$ cat config.mk
export PLATFORM = sky130hd
export DESIGN_NAME = button_debounce_sync
export DESIGN_NICKNAME = d
export VERILOG_FILES = /design/src/rtl/button_debounce_sync.sv
export SDC_FILE = /design/constraint.sdc
export NUM_CORES = 1
export LEC_CHECK = 0
export ABC_AREA = 1
export BUFFER_PORTS_ARGS = -buffer_cell sky130_fd_sc_hd__buf_4
export CORE_ASPECT_RATIO = 0.9
export CORE_UTILIZATION = 45
export DETAILED_ROUTE_END_ITERATION = 10
export PLACE_DENSITY = 0.67
export SYNTH_ARGS = -nofsm -noshare
export SYNTH_HDL_FRONTEND = slang
export SYNTH_SLANG_ARGS = --single-unit
$ cat constraint.sdc
create_clock -name CLOCK_50 -period 1.94 [get_ports CLOCK_50]
set_input_delay 0.097 -clock CLOCK_50 [delete_from_list [all_inputs] [get_ports CLOCK_50]]
set_output_delay 0.097 -clock CLOCK_50 [all_outputs]
set_load 0.02 [all_outputs]
$ cat src/rtl/button_debounce_sync.sv
// Push-button conditioner: 2-flop sync, per-lane debounce, press/release strobes.
// Optional auto-repeat of press_pulse while held: define BTN_AUTOREPEAT_EN.
module button_debounce_sync #(
    parameter int NUM_BUTTONS     = 2,
    parameter int DEBOUNCE_CYCLES = 500000,
    parameter int REPEAT_DELAY    = 25000000,
    parameter int REPEAT_PERIOD   = 1250000
) (
    input  logic                   CLOCK_50,
    input  logic                   reset,
    input  logic [NUM_BUTTONS-1:0] btn_raw_n,
    output logic [NUM_BUTTONS-1:0] btn_clean_n,
    output logic [NUM_BUTTONS-1:0] press_pulse,
    output logic [NUM_BUTTONS-1:0] release_pulse
);

    localparam int CW = $clog2(DEBOUNCE_CYCLES) + 1;
    localparam logic [CW-1:0] CNT_LAST = CW'(DEBOUNCE_CYCLES - 1);

    if (DEBOUNCE_CYCLES < 1) begin : g_bad_debounce
        $error("DEBOUNCE_CYCLES must be >= 1");
    end
    if (REPEAT_DELAY < 1 || REPEAT_PERIOD < 1) begin : g_bad_repeat
        $error("REPEAT_DELAY and REPEAT_PERIOD must be >= 1");
    end

    logic [NUM_BUTTONS-1:0] s1_q;
    logic [NUM_BUTTONS-1:0] s2_q;
    logic [NUM_BUTTONS-1:0] clean_q;
    logic [NUM_BUTTONS-1:0] clean_d;
    logic [NUM_BUTTONS-1:0] press_q;
    logic [NUM_BUTTONS-1:0] press_d;
    logic [NUM_BUTTONS-1:0] release_q;
    logic [NUM_BUTTONS-1:0] release_d;
    logic [NUM_BUTTONS-1:0] accept;
    logic [NUM_BUTTONS-1:0] repeat_fire;
    logic [CW-1:0]          cnt_q [NUM_BUTTONS];
    logic [CW-1:0]          cnt_d [NUM_BUTTONS];

    // Any sample that matches the accepted level restarts qualification.
    always_comb begin
        for (int i = 0; i < NUM_BUTTONS; i++) begin
            clean_d[i]   = clean_q[i];
            cnt_d[i]     = '0;
            accept[i]    = 1'b0;
            press_d[i]   = 1'b0;
            release_d[i] = 1'b0;
            if (s2_q[i] != clean_q[i]) begin
                if (cnt_q[i] == CNT_LAST) begin
                    accept[i]  = 1'b1;
                    clean_d[i] = s2_q[i];
                    if (s2_q[i] == 1'b0) begin
                        press_d[i] = 1'b1;
                    end else begin
                        release_d[i] = 1'b1;
                    end
                end else begin
                    cnt_d[i] = cnt_q[i] + 1'b1;
                end
            end
            press_d[i] = press_d[i] | repeat_fire[i];
        end
    end

`ifdef BTN_AUTOREPEAT_EN
    localparam int HW = $clog2(REPEAT_DELAY + REPEAT_PERIOD) + 1;
    localparam logic [HW-1:0] HOLD_FIRE = HW'(REPEAT_DELAY - 1);
    localparam logic [HW-1:0] HOLD_WRAP = HW'(REPEAT_DELAY + REPEAT_PERIOD - 2);

    logic [HW-1:0] hold_q [NUM_BUTTONS];
    logic [HW-1:0] hold_d [NUM_BUTTONS];

    // Hold count loops over [HOLD_FIRE, HOLD_WRAP], one repeat per lap.
    always_comb begin
        for (int i = 0; i < NUM_BUTTONS; i++) begin
            hold_d[i]      = '0;
            repeat_fire[i] = 1'b0;
            if (!clean_q[i] && !accept[i]) begin
                repeat_fire[i] = (hold_q[i] == HOLD_FIRE);
                if (hold_q[i] >= HOLD_WRAP) begin
                    hold_d[i] = HOLD_FIRE;
                end else begin
                    hold_d[i] = hold_q[i] + 1'b1;
                end
            end
        end
    end

    always_ff @(posedge CLOCK_50 or posedge reset) begin
        if (reset) begin
            for (int i = 0; i < NUM_BUTTONS; i++) begin
                hold_q[i] <= '0;
            end
        end else begin
            for (int i = 0; i < NUM_BUTTONS; i++) begin
                hold_q[i] <= hold_d[i];
            end
        end
    end
`else
    assign repeat_fire = '0;
`endif

    always_ff @(posedge CLOCK_50 or posedge reset) begin
        if (reset) begin
            s1_q      <= '1;
            s2_q      <= '1;
            clean_q   <= '1;
            press_q   <= '0;
            release_q <= '0;
            for (int i = 0; i < NUM_BUTTONS; i++) begin
                cnt_q[i] <= '0;
            end
        end else begin
            s1_q      <= btn_raw_n;
            s2_q      <= s1_q;
            clean_q   <= clean_d;
            press_q   <= press_d;
            release_q <= release_d;
            for (int i = 0; i < NUM_BUTTONS; i++) begin
                cnt_q[i] <= cnt_d[i];
            end
        end
    end

    assign btn_clean_n   = clean_q;
    assign press_pulse   = press_q;
    assign release_pulse = release_q;

endmodule

==> metrics.md <==
| Metric | Value |
|---|---|
| Status | complete, no violations |
| Slew HR | 0.578 |
| CTS tree | done |
| Worst Reg2Reg Path Length in Cells | 7 |
| Placement Cell Area | 2890 sq um |
| Most common cell after layout, fill and taps aside | nor2_1 |
| Detailed placement HPWL | about 4100 um |
| Vias | between 2000 and 2500 |
| Hold EP | s2_q[1] |
| Final ANT Viol Nets | 0 |
| Final period util | 0.747 |
| Synth Instances | ~350 |
| Setup violators final | 0 |
| Switching portion of total power | 0.251 |
| Distinct cells, synth | 28 |
| Clock period minus worst slack | about 1400 ps |
| Row count | 26 |
| RR Endpoint | cnt_q[36] |
| Clock root buffer | clkbuf_8 |
| #FFs+latches synth | 50 |
| Clock slew at reported path FFs | 100 ps |
| Worst Path Required | 2190 ps |
| # diodes | 0 |
| Postcts setup bufs | 0 |
| Max-Cap Viols | 0 |
| Mapped Nets | 355 |
| Sequential-to-total area share from yosys stat | 0.462 |
| Remaining design rule violation count | 0 |
| Layout cells sized above 1 | 0.135 |
| Fin nets | roughly 380 |
| Int Power | 1.35 mW |
| WL/cell | 12.6 um |
| H-tree depth | 2 |
| Peak fanout along the critical path | 5 |
| Gpl congestion | 0.876 |
| Worst r2r src | cnt_q[20] |
| Die width | 84.0 um |
| Mean area per synthesized cell | 7.80 sq um |
| Die Y-Extent | 75.8 um |
| # IOs | 10 |
| Synth area leaders | dfrtp_1 40%, nor2_1 12%, nand2_1 8.4%, nand3_1 6.4%, xor2_1 6.1% |
| Hold_sp | s1_q[1] |
| Worst hold path type | flop to flop |
| First drt pass iteration count | 4 |
| Final Slew Violations | 0 |
| Reg2reg setup slack | 490 ps |
| Worst slew pin tran | around 630 ps |
| Gate power share | 0.041 |
| Multi-input gate area | around 1300 sq um |
| CTS sink count | 50 |
| Total negative slack | 0 ps |
| Post-synth top area share | 0.404 |
| CTS Buffer Depth | 2 |
| Cell Pwr Density | ~600 nW/um^2 |
| Vias per cell | 5.06 |
| Critical path type | flop to flop |
| Clk_lat worst skew | 320 ps |
| Initial antenna violation count | 0 |
| Final Skew | 11.4 ps |
| Hold Crit Depth | 0 |
| Clk pwr share | 0.365 |
| Worst setup SP type | flop |
| CP Capture Type | flop |
| Yosys top cell by area | dfrtp_1 |
| Port Buffer Count | 9 |
| RSZ-0062 raised after global routing | no |
| CTS Hold Bufs | 3 |
| Flop pwr share | 0.594 |
| Reg area | roughly 1300 sq um |
| Grt total ovfl | 0 |
| Fin area | 3020 sq um |
| Mapped Area | 2720 sq um |
| Starting Density | 0.473 |
| Commonest non-fill, non-tap cells in the layout | 90 x nor2_1, 61 x nand2_1, 44 x dfrtp_1 |
| Yosys warns | 0 |
| Final hold violation count | 0 |
| First-pass GRT wire length | 9230 um |
| Number of fill cells | 544 |
| Peak VDD IR | 0.346 mV |
| GR Util All Layers | 0.187 |
| Largest net degree at the start of global routing | 51 |
| Fmax | 690 MHz |
| Area added between synthesis and finish | 10.8% |
| Iteration-0 DRC Markers | 153 |
| Vias in the first global route | 1995 |
| Die area | 6370 sq um |
| Net Sw Power | 0.452 mW |
| P_leak | 1.26 nW |
| Post-Route WL | 5560 um |
| Post_cts resized | 0 |
| Core area | 5760 sq um |
| CTS buffer count | 5 |
| CP arrival | approximately 1700 ps |
==> registers in the layout, summed over array words and instances, names as in the netlist <==
signal	count
cnt_q	40
s2_q	2
press_pulse	2
release_pulse	2
s1_q	2
btn_clean_n	2
==> synth_stat cells <==
| cell | instances |
|---|---|
| nor2_2 | 6 |
| nor3_2 | 1 |
| xnor2_1 | 3 |
| nor3_1 | 7 |
| dfstp_2 | 6 |
| xor2_1 | 19 |
| buf_2 | 1 |
| a21oi_1 | 1 |
| nor2_1 | 90 |
| nand2_2 | 4 |
| inv_2 | 1 |
| nand3_1 | 35 |
| dfrtp_1 | 44 |
| nand2_4 | 1 |
| nand3b_1 | 1 |
| nor3b_2 | 1 |
| nor3b_1 | 4 |
| and2_0 | 1 |
| inv_1 | 38 |
| nor2_4 | 6 |
| o21bai_1 | 2 |
| nand2_1 | 61 |
| ha_1 | 2 |
| nand3_2 | 3 |
| clkbuf_1 | 1 |
| o22ai_1 | 1 |
| nand4_1 | 4 |
| o21ai_1 | 5 |
==> power by group through the flow <==
stage | combinational [mW] | sequential [mW] | clock, mW
after floorplan | 0.0478 | 1.09 | 0
after global placement | 0.0708 | 1.09 | 0
after detailed placement | 0.0720 | 1.09 | 0
after CTS | 0.0766 | 1.07 | 0.677
after global routing | 0.0862 | 1.07 | 0.713
final | 0.0741 | 1.07 | 0.657
==> worst max-delay path by stage <==
stage / startpoint / end / slack [ps] / cells after the start
after floorplan: reset / cnt_q[0] / 650 / 1
after global placement: cnt_q[20] / cnt_q[36] / 500 / 6
after detailed placement: cnt_q[20] / cnt_q[36] / 490 / 6
after CTS: cnt_q[20] / cnt_q[36] / 490 / 7
after global routing: cnt_q[20] / cnt_q[38] / 300 / 6
final: cnt_q[20] / cnt_q[36] / 490 / 7
==> cell type report <==
class                   instances  share of cell area
repair buffers                 15              0.0398
well taps                      70              0.0290
clock inverters                 3             0.00871
flip-flops and latches         50               0.417
inverters                      39              0.0485
clock buffers                   5              0.0228
multi-input cells             258               0.434
==> routing by layer <==
metal  up-vias  global-route usage  part of all wire
met5         -                   0                 0
met4         0              0.0632             0.012
met3         8              0.0325             0.047
met2        45               0.283              0.41
met1      1037               0.274              0.53
li1       1136                   -                 -
==> kinds of logic (layout without fill, tap and decap cells) <==
family	count (synthesis)	after routing	synth area share
flip-flops	50	50	0.462
adder cells (fa/ha/maj)	2	2	0.00919
AO/OA/AOI/OAI	9	9	0.0188
buffers and inverters	41	62	0.0570
AND/OR/NAND/NOR	225	225	0.382
XOR/XNOR	22	22	0.0708
==> through the flow <==
stage / setup WS [ps] / std cells / utilization / power (mW) / hold slack, ps
final: 491 / 440 / 0.524 / 1.80 / 362
after global routing: 296 / 440 / 0.524 / 1.87 / 371
after CTS: 489 / 440 / 0.524 / 1.82 / 365
after detailed placement: 493 / 429 / 0.502 / 1.16 / 207
after global placement: 496 / 429 / 0.502 / 1.16 / 205
after floorplan: 652 / 349 / - / 1.14 / 101
==> worst max-delay path: stages, from the launching register on <==
cell      delay, ps
dfrtp_1         380
ha_1            200
nand2_1          90
nor2_1          210
nand3_2         190
o21bai_1        160
nand3_1          80
nor2_1           90
Note: power is estimated with default switching activity, not from simulation.
